$ cat src/rtl/dfswt_pkg.sv
`default_nettype none
// ============================================================================
//  Module      : dfswt_pkg
//  Description : Shared definitions for the DFSWT generator and correlator
//                stages: sample/accumulator widths, the generator FSM state
//                type with its encoded states, and a saturating negate.
//  Revision    : 1.0 - initial release
// ============================================================================
package dfswt_pkg;

  localparam int SAMPLE_W = 16;
  localparam int ACC_W    = 32;

  typedef logic [0:0] dfswt_gen_state_t;

  localparam dfswt_gen_state_t ST_IDLE = 1'b0;
  localparam dfswt_gen_state_t ST_RUN  = 1'b1;

  // Two's-complement negate that clamps the one unrepresentable case
  // (-2^(W-1)) to the largest positive value instead of wrapping.
  function automatic logic signed [SAMPLE_W-1:0] sat_neg(
      input logic signed [SAMPLE_W-1:0] a);
    if (a == {1'b1, {(SAMPLE_W-1){1'b0}}}) begin
      sat_neg = {1'b0, {(SAMPLE_W-1){1'b1}}};
    end else begin
      sat_neg = -a;
    end
  endfunction

endpackage
`default_nettype wire

$ cat src/rtl/dfswt_phase_counter.sv
`default_nettype none
// ============================================================================
//  Module      : dfswt_phase_counter
//  Description : Modulo-2^COUNTBITS phase accumulator shared by the DFSWT
//                generator and correlator stages. Loads POINTS/4 (quarter
//                period, the common phase origin) and advances by step on
//                enable, wrapping silently.
//  Ports       : clock, reset (async active-low), load, enable, step,
//                msb (current phase MSB), msb_next (MSB after this cycle).
//  Revision    : 1.0 - initial release
// ============================================================================
module dfswt_phase_counter #(
  parameter int POINTS    = 8,
  parameter int COUNTBITS = 3
) (
  input  logic                 clock,
  input  logic                 reset,
  input  logic                 load,
  input  logic                 enable,
  input  logic [COUNTBITS-1:0] step,
  output logic                 msb,
  output logic                 msb_next
);

  localparam logic [COUNTBITS-1:0] LOAD_VAL = COUNTBITS'(POINTS / 4);

  logic [COUNTBITS-1:0] phase_q;
  logic [COUNTBITS-1:0] phase_d;

  always_comb begin
    phase_d = phase_q;
    if (load) begin
      phase_d = LOAD_VAL;
    end else if (enable) begin
      phase_d = phase_q + step;
    end
  end

  always_ff @(posedge clock or negedge reset) begin
    if (!reset) begin
      phase_q <= '0;
    end else begin
      phase_q <= phase_d;
    end
  end

  assign msb      = phase_q[COUNTBITS-1];
  // The generator registers its sample, so it needs the upcoming phase.
  assign msb_next = phase_d[COUNTBITS-1];

endmodule
`default_nettype wire

$ cat src/rtl/dfswt_gen.sv
`default_nettype none
// ============================================================================
//  Module      : dfswt_gen
//  Description : Square-wave excitation generator. Emits frames*POINTS
//                samples of +/-amplitude (or runs until stop when frames=0)
//                over a valid/ready stream, sign chosen by the MSB of a phase
//                counter that advances by step per accepted sample.
//  Ports       : clock, reset (async active-low), start, stop, step, frames,
//                amplitude, ready -> dataout, valid, last, busy, done.
//  Revision    : 1.0 - initial release
// ============================================================================
module dfswt_gen
  import dfswt_pkg::*;
#(
  parameter int POINTS    = 8,
  parameter int COUNTBITS = 3,
  parameter int FRAMEBITS = 8
) (
  input  logic                       clock,
  input  logic                       reset,
  input  logic                       start,
  input  logic                       stop,
  input  logic [COUNTBITS-1:0]       step,
  input  logic [FRAMEBITS-1:0]       frames,
  input  logic signed [SAMPLE_W-1:0] amplitude,
  input  logic                       ready,
  output logic signed [SAMPLE_W-1:0] dataout,
  output logic                       valid,
  output logic                       last,
  output logic                       busy,
  output logic                       done
);

  localparam int CNTW = FRAMEBITS + COUNTBITS;

  dfswt_gen_state_t            state_q,   state_d;
  logic [COUNTBITS-1:0]        step_q,    step_d;
  logic [FRAMEBITS-1:0]        frames_q,  frames_d;
  logic signed [SAMPLE_W-1:0]  amp_q,     amp_d;
  logic [CNTW-1:0]             cnt_q,     cnt_d;
  logic signed [SAMPLE_W-1:0]  dataout_q, dataout_d;
  logic                        valid_q,   valid_d;
  logic                        last_q,    last_d;
  logic                        done_q,    done_d;

  logic                        handshake;
  logic                        load;
  logic                        advance;
  logic                        finish;
  logic                        msb;
  logic                        msb_next;
  logic signed [SAMPLE_W-1:0]  amp_src;
  logic signed [SAMPLE_W-1:0]  amp_neg;

  // Index of the last sample of a counted burst is frames*POINTS-1.
  function automatic logic is_final(input logic [CNTW-1:0]      cnt,
                                    input logic [FRAMEBITS-1:0] fr);
    is_final = (fr != '0) && (cnt == ({fr, {COUNTBITS{1'b0}}} - CNTW'(1)));
  endfunction

  // Control strobes are kept outside the next-state block so the counter's
  // look-ahead MSB does not form a combinational loop through it.
  assign handshake = valid_q & ready;
  assign load      = (state_q == ST_IDLE) & start;
  assign advance   = (state_q == ST_RUN) & handshake;
  assign finish    = (state_q == ST_RUN) & (stop | (handshake & last_q));

  // On the start cycle the amplitude register is not yet loaded.
  assign amp_src = (state_q == ST_IDLE) ? amplitude : amp_q;
  assign amp_neg = sat_neg(amp_src);

  dfswt_phase_counter #(
    .POINTS    (POINTS),
    .COUNTBITS (COUNTBITS)
  ) u_phase (
    .clock    (clock),
    .reset    (reset),
    .load     (load),
    .enable   (advance),
    .step     (step_q),
    .msb      (msb),
    .msb_next (msb_next)
  );

  always_comb begin
    state_d   = state_q;
    step_d    = step_q;
    frames_d  = frames_q;
    amp_d     = amp_q;
    cnt_d     = cnt_q;
    dataout_d = dataout_q;
    valid_d   = valid_q;
    last_d    = last_q;
    done_d    = 1'b0;

    case (state_q)
      ST_IDLE: begin
        if (start) begin
          state_d   = ST_RUN;
          step_d    = step;
          frames_d  = frames;
          amp_d     = amplitude;
          cnt_d     = '0;
          valid_d   = 1'b1;
          dataout_d = msb_next ? amp_neg : amp_src;
          last_d    = is_final('0, frames);
        end
      end
      ST_RUN: begin
        // Without a handshake the sample regenerates from the held phase.
        dataout_d = msb ? amp_neg : amp_src;
        if (finish) begin
          state_d = ST_IDLE;
          valid_d = 1'b0;
          last_d  = 1'b0;
          done_d  = 1'b1;
        end else if (handshake) begin
          // Continuous mode freezes the sample counter.
          if (frames_q != '0) begin
            cnt_d = cnt_q + CNTW'(1);
          end
          dataout_d = msb_next ? amp_neg : amp_src;
          last_d    = is_final(cnt_d, frames_q);
        end
      end
      default: begin
        state_d = ST_IDLE;
        valid_d = 1'b0;
        last_d  = 1'b0;
      end
    endcase
  end

  always_ff @(posedge clock or negedge reset) begin
    if (!reset) begin
      state_q   <= ST_IDLE;
      step_q    <= '0;
      frames_q  <= '0;
      amp_q     <= '0;
      cnt_q     <= '0;
      dataout_q <= '0;
      valid_q   <= 1'b0;
      last_q    <= 1'b0;
      done_q    <= 1'b0;
    end else begin
      state_q   <= state_d;
      step_q    <= step_d;
      frames_q  <= frames_d;
      amp_q     <= amp_d;
      cnt_q     <= cnt_d;
      dataout_q <= dataout_d;
      valid_q   <= valid_d;
      last_q    <= last_d;
      done_q    <= done_d;
    end
  end

  assign dataout = dataout_q;
  assign valid   = valid_q;
  assign last    = last_q;
  assign busy    = (state_q == ST_RUN);
  assign done    = done_q;

endmodule
`default_nettype wire

$ cat config.mk
export PLATFORM = sky130hd
export DESIGN_NAME = dfswt_gen
export DESIGN_NICKNAME = d
export VERILOG_FILES = /design/src/rtl/dfswt_pkg.sv /design/src/rtl/dfswt_phase_counter.sv /design/src/rtl/dfswt_gen.sv
export SDC_FILE = /design/constraint.sdc
export NUM_CORES = 1
export LEC_CHECK = 0
export BUFFER_PORTS_ARGS = -buffer_cell sky130_fd_sc_hd__buf_2
export CAP_MARGIN = 10
export CORE_MARGIN = 10
export CORE_UTILIZATION = 30
export CTS_CLUSTER_SIZE = 25
export DETAILED_ROUTE_END_ITERATION = 10
export PLACE_DENSITY = 0.57
export SLEW_MARGIN = 5
export SYNTH_ARGS = -nofsm -noshare
export SYNTH_HDL_FRONTEND = slang
export SYNTH_SLANG_ARGS = --single-unit
$ cat constraint.sdc
create_clock -name clock -period 3.7 [get_ports clock]
set_input_delay 0.74 -clock clock [delete_from_list [all_inputs] [get_ports clock]]
set_output_delay 0.74 -clock clock [all_outputs]
set_load 0.05 [all_outputs]
* Word-level counts from Yosys, hierarchy flattened
Cells that the tools add are included.
W data, S select, Z words.
** Operators by class
- Multiplexer cells :: 30
- Equal/unequal tests :: 7
- Bitwise gates (word level) :: 7
- Reduce and logical (&&, ||, !) cells :: 10
- Add/sub/neg operators :: 5
** Operator list (count)
- $mux W16 :: 7
- $mux W11 :: 7
- $pmux W16 S2 :: 1
- $pmux W11 S2 :: 1
- $sub A11 B1 Y11 const B :: 2
- $eq A16 B16 Y1 const B :: 1
- $neg A16 Y16 :: 1
- $reduce_bool A8 Y1 :: 2
- $add A11 B1 Y11 const B :: 1
- $eq A11 B11 Y1 :: 1
- $logic_not A11 Y1 :: 1
- $mux W1 :: 9
- $mux W3 :: 2
- $pmux W1 S2 :: 3
- $reduce_and A2 Y1 :: 3
- $and A1 B1 Y1 :: 5
- $ne A2 B1 Y1 const B :: 2
- $ne A2 B2 Y1 const B :: 2
- $add A3 B3 Y3 :: 1
- $ne A3 B1 Y1 const B :: 1
- $reduce_and A3 Y1 :: 1
- $logic_and A1 B1 Y1 :: 2
- $reduce_bool A2 Y1 :: 1
- $not A1 Y1 :: 1
- $or A1 B1 Y1 :: 1
** Storage, ports and cells
- Bits of input ports :: 32
- Register bits :: 61
- Output and inout bits :: 20
- Logic and storage cells :: 70

* Depth between registers and ports, before layout
Gate-level depths: netlist of run 1.
- Depth after elaboration :: 11
- Gate-level depth with buffers :: 12
- Mapped depth without buffers :: 8

* By module
Synthesis of run 1 repeated with hierarchy kept, for this count alone.
** Unflattened totals
- Cells, all modules :: 414
- Area total of the unflattened synthesis :: 3769.9 um^2
** Modules (own cells, without submodules)
- dfswt_gen :: cells each 396, area an instance 3589.7 um^2, seq. area each 1451.4 um^2, instances 1
- dfswt_phase_counter :: cells each 18, area an instance 180.2 um^2, seq. area each 75.1 um^2, instances 1

* Worst setup path after synthesis of run 1
OpenSTA, ideal clock, no wires.
- Path kind :: reg2reg
- Start point :: register state_q (netlist: busy)
- End point :: register dataout_q[5] (netlist: dataout[5])
- Clock period less this slack :: 2.942 ns
- Arrival time :: 2.865 ns
- Required time :: 3.623 ns
- Setup time :: 0.077 ns
- Setup slack :: 0.758 ns
- Path buffers :: 5
- Stages on the path, launching flop included :: 13
- Cells stage by stage :: dfrtp_1 buf_2 buf_4 buf_4 buf_2 mux2i_1 ha_1 o211a_1 nand4_1 clkbuf_1 a22oi_1 o22ai_1 a21oi_1
** Between the ends
- Word-level cells in the longest chain between the ends :: 7
- Elaborated cells on any way between the ends :: 17
- Those cells by class :: add/sub: 1; eq/ne: 2; mux: 10; bitwise: 4
** RTL lines
- start: declaration :: line dfswt_gen.sv:36 : dfswt_gen_state_t state_q, state_d;
- start signal: assignment :: line dfswt_gen.sv:146 : state_q <= state_d;
- $mux W16, or another cell as far along :: line dfswt_gen.sv:69 : assign amp_src = (state_q == ST_IDLE) ? amplitude : amp_q;
- $neg A16 Y16, or another cell as far along :: line dfswt_pkg.sv:26 : sat_neg = -a;
- $mux W16 or $mux W3 (tied branches) :: line dfswt_pkg.sv:23, dfswt_phase_counter.sv:32
- $mux W16 (on tied branches) :: line dfswt_gen.sv:111, dfswt_gen.sv:105, dfswt_gen.sv:122
- $mux W16 :: line dfswt_gen.sv:117 : end else if (handshake) begin
- $mux W16 :: line dfswt_gen.sv:112 : if (finish) begin
- $pmux W16 S2 :: line dfswt_gen.sv:96 : case (state_q)
- end signal: assignment :: line dfswt_gen.sv:151 : dataout_q <= dataout_d;
- end: declaration :: line dfswt_gen.sv:41 : logic signed [SAMPLE_W-1:0] dataout_q, dataout_d;
Several ways; a longest one is shown, not always the timed one. The select of a mux whose other input is x is not followed.
A chain may end at the register's enable or synchronous reset.

* Worst setup path in the final report of run 1
- Start point :: register step_q[0]
- End point :: register dataout_q[9] (netlist: dataout[9])
** Between the ends
- Word-level cells in the longest chain between the ends :: 7
- Elaborated cells on any way between the ends :: 8
- Those cells by class :: add/sub: 1; mux: 7
** RTL lines
- start: declaration :: line dfswt_gen.sv:37 : logic [COUNTBITS-1:0] step_q, step_d;
- start signal: assignment :: line dfswt_gen.sv:147 : step_q <= step_d;
- $add A3 B3 Y3 * :: line dfswt_phase_counter.sv:35 : phase_d = phase_q + step;
- $mux W3 * :: line dfswt_phase_counter.sv:34 : end else if (enable) begin
- $mux W3 * :: line dfswt_phase_counter.sv:32 : if (load) begin
- $mux W16 * :: line dfswt_gen.sv:105, dfswt_gen.sv:122
- $mux W16 :: line dfswt_gen.sv:117
- $mux W16 :: line dfswt_gen.sv:112
- $pmux W16 S2 * :: line dfswt_gen.sv:96
Every way passes the cells marked *; elsewhere a longest branch is shown, timed or not. The select of a mux whose other input is x is not followed.

==> results of run 1 <==
-- cell families after synthesis --
family,count (synthesis)
AND/OR/NAND/NOR,214
buffers and inverters,30
flip-flops,61
multiplexers,18
XOR/XNOR,21
AO/OA/AOI/OAI,90
adder cells (fa/ha/maj),6
-- sequential cells by signal, summed over array words and instances, names as in the netlist --
register	cells
amp_q	16
busy	1
cnt_q	11
dataout	16
done	1
frames_q	8
last	1
step_q	3
u_phase.phase_q	3
valid	1
-- power by group --
group	leakage [nW]	internal (W)	switching (W)	total, W
combinational	1.05	0.000418	0.000838	0.00126
sequential	0.762	0.000855	0.000156	0.00101
clock	0.139	0.000503	0.000279	0.000782
total	1.96	0.00178	0.00127	0.00305
-- cell type report --
class,count,area (µm²),area share [%]
well taps,168,210,4.80
flip-flops and latches,61,1530,34.9
clock buffers,14,274,6.26
multi-input cells,349,2050,46.8
repair buffers,56,293,6.69
clock inverters,1,5.00,0.114
inverters,6,22.5,0.514
-- cell usage after synthesis (4+ instances only) --
cell type | n | share of area [%]
a21oi_1 | 13 | 1.8
a22oi_1 | 4 | 0.81
a31oi_1 | 9 | 1.5
and3_1 | 6 | 1.0
buf_2 | 5 | 0.67
clkbuf_1 | 13 | 1.3
dfrtp_1 | 61 | 41
ha_1 | 5 | 1.7
inv_1 | 6 | 0.61
mux2_2 | 8 | 2.4
mux2i_1 | 10 | 2.7
nand2_1 | 117 | 12
nand3_1 | 9 | 1.2
nand4_1 | 6 | 1.0
nor2_1 | 28 | 2.8
nor3_1 | 18 | 2.4
nor3b_1 | 9 | 1.8
o21a_1 | 4 | 0.81
o21ai_0 | 23 | 3.1
o22ai_1 | 6 | 1.0
o31ai_1 | 10 | 2.0
xnor2_1 | 17 | 4.0
xor2_1 | 4 | 0.94
-- worst paths after layout --
check / start / to / slack, ps
setup / recovery: step_q[0] / dataout[9] / 580
hold / removal: amp_q[15] / amp_q[15] / 470
setup reg to reg: step_q[0] / dataout[9] / 580
hold reg to reg: amp_q[15] / amp_q[15] / 470
max in group asynchronous: reset / dataout[9] / 2290
min in group asynchronous: reset / frames_q[6] / 590
-- layer usage --
metal | GRT usage, % | vias to the layer above | routed length, µm
met5 | 0 | - | 0
li1 | - | 1630 | -
met1 | 14.7 | 1582 | 4630
met2 | 19.7 | 65 | 4820
met3 | 2.59 | 9 | 390
met4 | 4.26 | 0 | 114
-- tightest hold or removal path: cells and delay by family, from the launching register on --
kind / cells / cell delay (ps)
flops: 1 / 330
simple gates: 2 / 100
-- through the flow --
step                total power [W]  instance area [µm²]
detailed placement          0.00228                 4100
CTS                         0.00308                 4380
global route                0.00325                 4380
finish                      0.00305                 4380
global placement            0.00226                 4100
floorplan                   0.00200                 3710
==> key figures, run 1 <==
Run status
  – Status: completed

Finish
  – Final #Nets: 521
  – Non-filler cells, final: 655
  – Most frequent cells in the layout: nand2_1 (117), dfrtp_1 (61), buf_2 (51), nor2_1 (28), o21ai_0 (23)
  – Fill cells: 1231
  – Layout Utilization: a little over a third
  – Commonest non-fill, non-tap cell in the layout: nand2_1
  – P&R area growth vs syn: 17.9%
  – Fraction of layout cells with a size suffix above 1: 18.5%
  – # diodes: 0

Clock network
  – Clock Latency Late Sink: 320 ps
  – Clock Tree Root: clkbuf_16
  – Clock Path Buffers: 2
  – Post-CTS setup repair buffer count: 0
  – H-tree Lvls: 3
  – CTS sink cnt: 61
  – Hold_buf cts: 0
  – Post-cts resize count: 0
  – CTS tree: yes
  – Worst-path clk slew: 50 ps
  – Cts bufs inserted: 9

Logic synthesis
  – Post-synthesis compound-gate area fraction: 16.3%
  – Synth Area in Simple Gates: 26.5%
  – Post-Synth Adder-Cell Area: 2.22%
  – Largest family of logic cells by synthesized area: simple AND/OR/NAND/NOR gates
  – Post-Synthesis Net Count: 478
  – EDFF count, synth: 0
  – Post-synth cell types: 58
  – Sequential-to-total area share from yosys stat: 41.1%
  – Mux contribution to synthesized area: 5.12%
  – Ys flop type: dfrtp_1
  – Synth Register Bits: slightly above 60
  – Number of synthesis warnings: 0
  – Ys async rst share: 100%
  – Syn Area/Cell: between 8 and 9 µm²
  – Cell Area, Synth: 0.00371 mm²
  – Gate Count Post-Synth: 440
  – Xor and xnor area share after synthesis: 4.95%

STA
  – Max transition margin: 33.2%
  – Achievable Freq: 320 MHz
  – # setup viols final: 0
  – Tmin final: 3120 ps
  – RSZ-0062 raised after global routing: false
  – Clock skew: approximately 4.7 ps
  – Hold_ws: 471 ps
  – Fin. max-slew vios: 0
  – Worst-Margin Slew: 1000 ps
  – Final hold viol count: 0
  – Setup TNS: 0 ps
  – Tcrit/Tclk final: approximately 84%
  – Final WS setup: 578 ps

Run
  – MaxCap Viol Count: 0

Floorplanning
  – Die X: about 130 µm
  – FP Rows: 40
  – Die area: 0.0172 mm²
  – Chip height: 131 µm
  – Initial Utilization: 30.8%
  – Core area: approximately 0.012 mm²
  – Ports: 52

Global routing
  – Vias in the first global route: between 3k and 4k
  – GRT Util Overall: between 10% and 20%
  – Global-route wire length before repair: 17100 µm
  – Initial antenna violation count: 0
  – Gr ovfl total: 0
  – Pin count of the biggest net entering global routing: between 40 and 50

Pwr
  – Lkg Pwr: 1.96 nW
  – Power Dens Cells: 696 mW/mm²
  – Worst vdd ir: approximately 250 µV

Setup path
  – Critical path peak fanout: 16
  – Stages on worst setup path: 8
  – CP delay by family, top: simple AND/OR/NAND/NOR gates
  – WP data arrival: 3350 ps
  – Critical path class: register to register
  – Largest stage delay on the critical path: ~640 ps
  – Buffers and inverters on the worst path: 0
  – CP startpoint kind: register
  – Critical Path Sink Type: register
  – R2R cell count: 8
  – WP data required: 3930 ps
  – Crit path cell chain: ha_1 -> fa_1 -> xnor2_1 -> nor2_2 -> a2bb2oi_1 -> and2_1 -> and4bb_2 -> o31ai_1
  – Worst path slowest cell: and2_1

Detailed routing
  – Wire per inst: 15.2 µm
  – Remaining antenna violation count: 0
  – Vias/cell: 5.02
  – DR vias: 3286
  – Pre-Repair DR Iteration Count: 4
  – WL final: 9950 µm
  – Drt drc: 0
  – Iter 0 DRT Violations: 312

Placement
  – Pre-CTS setup slack: ~630 ps
  – Dpl cells: 640
  – DPL Wire Length: roughly 7500 µm
  – Routability cong.: 0.901
  – Port Buffers: 51

Hold path
  – Hold crit path type: register to register
  – Worst Hold Path Cells: 2
No activity file was read; power rests on OpenSTA's default activity.
==> run 2: changes to the inputs <==
==> constraint.sdc (replaced) <==
create_clock -name clock -period 3.05 [get_ports clock]
set_input_delay 0.61 -clock clock [delete_from_list [all_inputs] [get_ports clock]]
set_output_delay 0.61 -clock clock [all_outputs]
set_load 0.05 [all_outputs]
==> run 2 against run 1 <==
  * Critical path depth unchanged
  * Global-route usage increased by 0.067 points
  * Critical path type unchanged
  * Wire length increased by 2.1%
  * First-iteration DRC count decreased by 19%
  * Final cell count increased by 0.31%
  * Register-to-register slack got worse by 390 ps
  * Cell area increased by 0.51%
  * Count of clock-buffer cells in the layout decreased by 2
  * Die area unchanged
  * Clock skew decreased by 0.89 ps
  * Sequential share of layout area decreased by 0.18 points
  * Sequential power increased by 23%
==> key figures, run 2 (synthesis results as in run 1) <==
Placement
  – Port Buffers: 51
  – Dpl cells: 643
  – Pre-CTS setup slack: 204 ps
  – DPL Wire Length: 7560 µm
  – Routability cong.: 0.887

Detailed routing
  – Iter 0 DRT Violations: about 250
  – Drt drc: 0
  – Wire per inst: 15.5 µm
  – WL final: 10200 µm
  – Pre-Repair DR Iteration Count: 4
  – Vias/cell: approximately 5.0
  – Remaining antenna violation count: 0
  – DR vias: 3307

Pwr
  – Sequential Power Share: 33.4%
  – Comb pwr share: 41.6%
  – Switching Share: a little over two fifths
  – Pint: 0.00214 W
  – Clk pwr share: 25.0%
  – Lkg Pwr: 1.97 nW
  – Worst vdd ir: 338 µV
  – Sw power: 0.00156 W
  – Power Dens Cells: between 800 and 900 mW/mm²

Clock network
  – Clock Latency Late Sink: ~330 ps
  – Hold_buf cts: 0
  – Clock Path Buffers: 2
  – CTS sink cnt: just over 60
  – H-tree Lvls: 3
  – Clock Tree Root: clkbuf_16
  – Post-CTS setup repair buffer count: 0
  – Worst-path clk slew: 50 ps
  – Cts bufs inserted: 9
  – Post-cts resize count: 0
  – CTS tree: yes

Floorplanning
  – Chip height: approximately 130 µm
  – Die area: ~0.017 mm²
  – FP Rows: 40
  – Core area: ~0.012 mm²
  – Die X: 131 µm
  – Initial Utilization: between 30 and 40%
  – Ports: 52

STA
  – # setup viols final: 0
  – Max transition margin: 50.3%
  – Final WS setup: 189 ps
  – Tcrit/Tclk final: a little over nine tenths
  – Achievable Freq: 349 MHz
  – Clock skew: 3.77 ps
  – RSZ-0062 raised after global routing: false
  – Final hold viol count: 0
  – Worst-Margin Slew: 746 ps
  – Hold_ws: 274 ps
  – Tmin final: 2860 ps
  – Setup TNS: 0 ps
  – Fin. max-slew vios: 0

Setup path
  – WP data arrival: 3120 ps
  – WP data required: between 3000 and 4000 ps
  – Critical path peak fanout: 16
  – Critical path class: register to register
  – Critical Path Sink Type: register
  – CP startpoint kind: register

Global routing
  – Global-route wire length before repair: roughly 17000 µm
  – GRT Util Overall: 11.9%
  – Vias in the first global route: 3274
  – Gr ovfl total: 0
  – Initial antenna violation count: 0
  – Pin count of the biggest net entering global routing: 34

Finish
  – Fraction of layout cells with a size suffix above 1: 19.0%
  – Fill cells: 1248
  – Non-filler cells, final: 657
  – Final #Nets: 524
  – # diodes: 0
  – Most frequent cells in the layout: nand2_1 (117), dfrtp_1 (61), buf_2 (51), nor2_1 (28), o21ai_0 (23)
  – P&R area growth vs syn: 18.5%
  – Commonest non-fill, non-tap cell in the layout: nand2_1

Hold path
  – Hold crit path type: input port to async pin

Run status
  – Status: completed

Run
  – MaxCap Viol Count: 0
-- run 2: cell count changes in the layout (fill, tap and decap cells not counted), sizes merged --
| cell | delta |
|---|---|
| clkinv | +1 |
| clkbuf | -2 |
| buf | +3 |
-- run 2: layer usage --
| layer | track usage [%] | share of wire [%] |
|---|---|---|
| met1 | 15.2 | 47 |
| met2 | 18.8 | 47 |
| met3 | 2.40 | 4.3 |
| met4 | 5.75 | 2.2 |
| met5 | 0 | 0 |
-- run 2: path summary, 6_finish.rpt --
| path | from | to | slack, ps | depth (start not counted) |
|---|---|---|---|---|
| min in group clock | step[2] | step_q[2] | 470 | 3 |
| max reg2reg | step_q[0] | dataout[6] | 190 | 8 |
| min | reset | u_phase.phase_q[2] | 270 | 1 |
| max in group asynchronous | reset | dataout[6] | 2050 | 2 |
| max | step_q[0] | dataout[6] | 190 | 8 |
| min reg2reg | amp_q[15] | amp_q[15] | 470 | 2 |
-- run 2: layout make-up --
class | instances | area (µm²) | share of cell area [%]
clock buffers | 12 | 256 | 5.83
clock inverters | 2 | 10.0 | 0.227
inverters | 6 | 22.5 | 0.512
multi-input cells | 349 | 2050 | 46.5
flip-flops and latches | 61 | 1530 | 34.7
well taps | 168 | 210 | 4.78
repair buffers | 59 | 328 | 7.45
-- run 2: critical path: stages (launching register included) --
cell and delay (ps):
dfrtp_1 380, ha_1 220, fa_1 380, xnor2_1 140, nor2_2 140, or4b_1 590
and2_1 440, a211o_1 350, a31oi_1 150
-- run 2: power groups by stage --
stage	Combinational [W]	Sequential, W	Clock, W
floorplan	0.000845	0.00158	0
global placement	0.00153	0.00124	0
detailed placement	0.00155	0.00125	0
CTS	0.00155	0.00124	0.000952
global route	0.00169	0.00127	0.000993
finish	0.00154	0.00124	0.000926
-- run 2: through the flow --
step	power (W)	cell area, µm²	util, %
2_1_floorplan	0.00242	3710	-
3_3_place_gp	0.00277	4140	34.3
3_5_place_dp	0.00280	4140	34.3
4_1_cts	0.00374	4400	36.5
5_1_grt	0.00395	4400	36.5
6_report	0.00370	4400	36.5
